===== config.mk =====
export PLATFORM = sky130hd
export DESIGN_NAME = alu_share_arb
export DESIGN_NICKNAME = d
export VERILOG_FILES = /design/src/rtl/alu_share_arb.sv
export SDC_FILE = /design/constraint.sdc
export NUM_CORES = 1
export LEC_CHECK = 0
export BUFFER_PORTS_ARGS = -buffer_cell sky130_fd_sc_hd__buf_4
export CAP_MARGIN = 20
export CORE_UTILIZATION = 41
export DETAILED_ROUTE_END_ITERATION = 6
export GPL_ROUTABILITY_DRIVEN = 1
export PLACE_DENSITY_LB_ADDON = 0.3
export SLEW_MARGIN = 20
export SYNTH_ARGS = -nofsm -noshare
export SYNTH_HDL_FRONTEND = slang
export SYNTH_SLANG_ARGS = --single-unit

===== constraint.sdc =====
create_clock -name clk -period 1.71 [get_ports clk]
set_input_delay 0.0855 -clock clk [delete_from_list [all_inputs] [get_ports clk]]
set_output_delay 0.0855 -clock clk [all_outputs]
set_load 0.02 [all_outputs]

===== src/rtl/alu_share_arb.sv =====
// Round-robin arbiter/sequencer sharing one combinational ALU among NREQ requesters.
// Optional opcode legality check enabled by defining ALU_SHARE_ARB_OPCHECK_EN.
module alu_share_arb #(
  parameter int unsigned NREQ = 2
) (
  input  logic                 clk,
  input  logic                 reset_n,
  input  logic [NREQ-1:0]      req_valid,
  output logic [NREQ-1:0]      req_ready,
  input  logic [6*NREQ-1:0]    req_code,
  input  logic [32*NREQ-1:0]   req_rv1,
  input  logic [32*NREQ-1:0]   req_rv2,
  output logic [NREQ-1:0]      resp_valid,
  input  logic [NREQ-1:0]      resp_ready,
  output logic [31:0]          resp_data,
  output logic                 resp_err,
  output logic [5:0]           alu_code,
  output logic [31:0]          alu_rv1,
  output logic [31:0]          alu_rv2,
  input  logic [31:0]          alu_rvout
);

  localparam int unsigned IW = (NREQ > 2) ? 2 : 1;
  localparam int unsigned CW = 6;
  localparam int unsigned DW = 32;

  typedef enum logic [1:0] {IDLE, EXEC, RESP} state_e;

  state_e          state_q;
  logic [IW-1:0]   last_q;
  logic [IW-1:0]   owner_q;
  logic [CW-1:0]   code_q;
  logic [DW-1:0]   rv1_q;
  logic [DW-1:0]   rv2_q;
  logic [DW-1:0]   resp_data_q;
  logic [NREQ-1:0] resp_valid_q;

  logic            hi_vld_c;
  logic            lo_vld_c;
  logic [IW-1:0]   hi_idx_c;
  logic [IW-1:0]   lo_idx_c;
  logic            gnt_vld_c;
  logic [IW-1:0]   gnt_idx_c;
  logic [CW-1:0]   sel_code_c;
  logic [DW-1:0]   sel_rv1_c;
  logic [DW-1:0]   sel_rv2_c;
  logic [NREQ-1:0] owner_oh_c;
  logic            resp_done_c;
  logic [DW-1:0]   capt_data_c;

  // Rotating priority: lowest valid index above last wins, else lowest valid index overall.
  always_comb begin
    hi_vld_c = 1'b0;
    lo_vld_c = 1'b0;
    hi_idx_c = '0;
    lo_idx_c = '0;
    for (int i = NREQ - 1; i >= 0; i--) begin
      if (req_valid[i]) begin
        lo_vld_c = 1'b1;
        lo_idx_c = IW'(i);
        if (IW'(i) > last_q) begin
          hi_vld_c = 1'b1;
          hi_idx_c = IW'(i);
        end
      end
    end
    gnt_vld_c = lo_vld_c;
    gnt_idx_c = hi_vld_c ? hi_idx_c : lo_idx_c;
  end

  always_comb begin
    sel_code_c = '0;
    sel_rv1_c  = '0;
    sel_rv2_c  = '0;
    req_ready  = '0;
    owner_oh_c = '0;
    for (int i = 0; i < NREQ; i++) begin
      if (gnt_idx_c == IW'(i)) begin
        sel_code_c = req_code[CW*i +: CW];
        sel_rv1_c  = req_rv1[DW*i +: DW];
        sel_rv2_c  = req_rv2[DW*i +: DW];
      end
      req_ready[i]  = reset_n && (state_q == IDLE) && gnt_vld_c && (gnt_idx_c == IW'(i));
      owner_oh_c[i] = (owner_q == IW'(i));
    end
  end

  assign resp_done_c = |(resp_valid_q & resp_ready);

`ifdef ALU_SHARE_ARB_OPCHECK_EN
  logic op_legal_c;
  logic resp_err_q;

  always_comb begin
    op_legal_c = 1'b0;
    case (code_q[4:0])
      5'b01000, 5'b11000, 5'b01001, 5'b01010, 5'b01011,
      5'b01100, 5'b01101, 5'b11101, 5'b01110, 5'b01111: op_legal_c = 1'b1;
      default: op_legal_c = 1'b0;
    endcase
  end

  // Illegal opcodes return zero instead of whatever the ALU happens to produce.
  assign capt_data_c = op_legal_c ? alu_rvout : '0;

  always_ff @(posedge clk or negedge reset_n) begin
    if (!reset_n) begin
      resp_err_q <= 1'b0;
    end else if (state_q == EXEC) begin
      resp_err_q <= !op_legal_c;
    end
  end

  assign resp_err = resp_err_q;
`else
  assign capt_data_c = alu_rvout;
  assign resp_err    = 1'b0;
`endif

  // Sequencer: accept one op, capture the ALU result, hold it until the owner takes it.
  always_ff @(posedge clk or negedge reset_n) begin
    if (!reset_n) begin
      state_q      <= IDLE;
      last_q       <= IW'(NREQ - 1);
      owner_q      <= '0;
      code_q       <= '0;
      rv1_q        <= '0;
      rv2_q        <= '0;
      resp_data_q  <= '0;
      resp_valid_q <= '0;
    end else begin
      case (state_q)
        IDLE: begin
          if (gnt_vld_c) begin
            code_q  <= sel_code_c;
            rv1_q   <= sel_rv1_c;
            rv2_q   <= sel_rv2_c;
            owner_q <= gnt_idx_c;
            state_q <= EXEC;
          end
        end
        EXEC: begin
          resp_data_q  <= capt_data_c;
          resp_valid_q <= owner_oh_c;
          state_q      <= RESP;
        end
        RESP: begin
          if (resp_done_c) begin
            resp_valid_q <= '0;
            last_q       <= owner_q;
            state_q      <= IDLE;
          end
        end
        default: state_q <= IDLE;
      endcase
    end
  end

  assign resp_valid = resp_valid_q;
  assign resp_data  = resp_data_q;
  assign alu_code   = code_q;
  assign alu_rv1    = rv1_q;
  assign alu_rv2    = rv2_q;

endmodule


==> reports/qor.yml <==
status: "finished, violations left"
violations: "negative setup slack"
finalCritPeriodShare_pct: 100
clock_skew_ns: 0.00666
period_needed_ns: 1.71
worstSetupStartpointType: "flip-flop"
use_met3_pct: 4.34
hp-start: "req_rv1[19]"
p_clk_share_pct: 17.0
p_int_w: 0.00982
synth_area_mm2: 0.00517
fp-row-count: 40
clk_pin_slew_ns: 0.07
total_power_w: 0.0151
ctsLongestPathBuffers: 2
synth_seq_area_share_pct: 52.2
use_met1_pct: 22.4
dieHeight_um: 114
p_seq_share_pct: 30.7
core_area_mm2: 0.0122
power_density_mw_per_mm2: 1780
crit_path_end_kind: "flip-flop"
regToRegSetupSlack_ns: -0.0006
relSlewSlack_pct: 58.8
hpwl_um: 9480
wl_per_cell_um: 17.5
drc: 0
switching_share_pct: 35.0
routed_wl_um: 14300
busiest_layer: "met2"
fin_ws_ns: -0.000580
clockRootBuffer: "clkbuf_16"
peakVddDrop_v: 0.000990
vias_per_cell: 4.79
whs_path_depth: 3
rsz0062_at_grt: "yes"
min_path_type: "in -> reg"
grt_usage_pct: 21.2
p_switching_w: 0.00529
tightestPinTransition_ns: 0.619
hold_viol: 0
num_vias: 3916
p_leak_nw: 4.19
holdWs_ns: 0.0954
drive_gt1_share_pct: 76.6
ys_ff_latch: 108
first_iter_violations: 94
grt_max_degree: 109
syn_area_per_cell_um2: 16.2
area_growth_pct: 64.0
synth.distinct_cells: 19
syn-num-nets: 498
dr.pass1.iters: 4
grt_use_met2_pct: 38.8
stdcell_count: 818
nets: 824
placedCellCount: 758
final_core_util_pct: 69.8
cp.required_ns: 1.94
cts-buffers-inserted: 9
fmaxAchievable_mhz: 585
fp.dieArea_mm2: 0.0131
grt_pass1_wl_um: 21000
port_buffers: 283
cts_tree: "yes"
yosys_warnings: 0
slew_violations: 0
diodes: 0
path_max_fanout: 8
antenna_found_initial: 0
initial_core_util_pct: 42.6
cp.arrival_ns: 1.94
setup_viol: 1
worstReg2RegStart: "last_q"
pwr-share-comb_pct: 52.3
rr_worst_depth: 5
pin_count: 285
syn_inst: 320
clock_latency_ns: 0.34
antenna_left: 0
die-width_um: 114
htree_levels: 3
min_to: "alu_rv1[19]"
gp_congestion: 0.726
grt_pass1_vias: 4326
clock_sinks: 108
r2r_end: "alu_rv2[25]"
globalRoute.totalOverflow: 0
worstSetupPathType: "reg -> reg"
cap_violations: 0
[Yosys cell counts]
| cell | number | area, µm² |
|---|---|---|
| conb_1 | 1 | 3.75 |
| clkbuf_1 | 1 | 3.75 |
| mux2_2 | 106 | 1190 |
| buf_6 | 8 | 90.1 |
| and3_1 | 1 | 6.26 |
| a21bo_1 | 1 | 10.0 |
| a22oi_1 | 1 | 7.51 |
| mux2i_1 | 3 | 30.0 |
| nor3b_1 | 1 | 7.51 |
| mux2_4 | 67 | 1010 |
| dfrtp_1 | 107 | 2680 |
| nor3_1 | 1 | 5.00 |
| nor2_1 | 3 | 11.3 |
| dfstp_2 | 1 | 26.3 |
| a21o_1 | 1 | 7.51 |
| buf_4 | 1 | 7.51 |
| nor2b_1 | 3 | 18.8 |
| inv_1 | 2 | 7.51 |
| buf_2 | 11 | 55.1 |
[per-layer routing]
layer  wire length (µm)  share of wire (%)  vias to the layer above
met5                  0                  0                        -
met4                627                4.4                        0
met3                810                5.7                       46
met2               7580                 53                      169
met1               5260                 37                     1909
li1                   -                  -                     1792
[through the flow]
| step | instance area (µm²) | setup WS, ns | TNS [ns] |
|---|---|---|---|
| 2_1_floorplan | 5170 | 0.0785 | 0 |
| 3_3_place_gp | 7510 | 0.0827 | 0 |
| 3_5_place_dp | 7510 | 0.0438 | 0 |
| 4_1_cts | 8290 | -0.0413 | -0.0626 |
| 5_1_grt | 8490 | -0.0345 | -0.343 |
| 6_report | 8490 | -0.000580 | -0.000580 |
[worst max-delay path, cell delays in order, from the launching register on]
cell and delay [ns]:
dfstp_2 0.54, a21bo_4 0.17, buf_4 0.16, buf_12 0.13
mux2_2 0.33, mux2_2 0.26
[power by group through the flow]
stage / Combinational, W / Clock (W) / Sequential (W)
3_5_place_dp: 0.00742 / 0 / 0.00466
4_1_cts: 0.00775 / 0.00261 / 0.00464
3_3_place_gp: 0.00728 / 0 / 0.00460
2_1_floorplan: 0.00283 / 0 / 0.00614
5_1_grt: 0.00831 / 0.00272 / 0.00482
6_report: 0.00790 / 0.00257 / 0.00464
[sequential cells by signal (all words and copies together), names as in the netlist]
signal	flops
resp_data	32
alu_rv2	32
last_q	1
resp_valid	2
state_q	2
alu_rv1	32
owner_q	1
alu_code	6
[layout by cell type (no fill, tap or decap)]
cell type / synthesis / routed
a21bo_4: 0 / 1
a21o_1: 1 / 1
a22oi_1: 1 / 1
and3_4: 0 / 1
buf_12: 0 / 9
buf_4: 1 / 286
buf_6: 8 / 2
bufbuf_16: 0 / 2
bufinv_16: 0 / 4
clkbuf_16: 0 / 13
clkbuf_8: 0 / 2
conb_1: 1 / 1
dfrtp_1: 107 / 106
dfrtp_2: 0 / 1
dfstp_2: 1 / 1
dlygate4sd3_1: 0 / 33
inv_1: 2 / 2
mux2_2: 106 / 105
mux2_4: 67 / 68
mux2i_1: 3 / 3
nor2_1: 3 / 3
nor2b_1: 3 / 2
nor2b_4: 0 / 1
nor3_4: 0 / 1
nor3b_2: 0 / 1
[cell type report]
class	count	area, µm²
fillers	860	3670
repair buffers	336	2850
flip-flops and latches	108	2710
multi-input cells	189	2350
clock buffers	11	253
well taps	168	210
clock inverters	4	120
inverters	2	7.51
[cell families after synthesis]
kind of cell | after synthesis | share of synthesized area [%]
other | 1 | 0.0725
buffers and inverters | 23 | 3.17
DFF | 108 | 52.2
and+or+nand+nor | 9 | 0.943
muxes | 176 | 43.1
AOI/OAI and AO/OA | 3 | 0.484
[how the worst max path moves through the flow]
stage | cells after the start | startpoint | to
final | 5 | last_q | alu_rv2[25]
after global routing | 5 | last_q | alu_rv2[31]
after CTS | 4 | last_q | req_ready[0]
after detailed placement | 4 | last_q | alu_rv2[13]
after global placement | 4 | last_q | alu_rv2[9]
after floorplan | 4 | state_q[0] | req_ready[1]
[repair_timing]
| item | CTS | global route |
|---|---|---|
| buffers inserted | 1 | 4 |
| hold buffers | 33 | 0 |
| setup endpoints to repair | 2 | 41 |
| gates resized for setup | 1 | 8 |
| pin swaps | 1 | 4 |
| gates cloned | 2 | 5 |
| hold endpoints to repair | 139 | 0 |
Power figures use the tool's default switching activity.
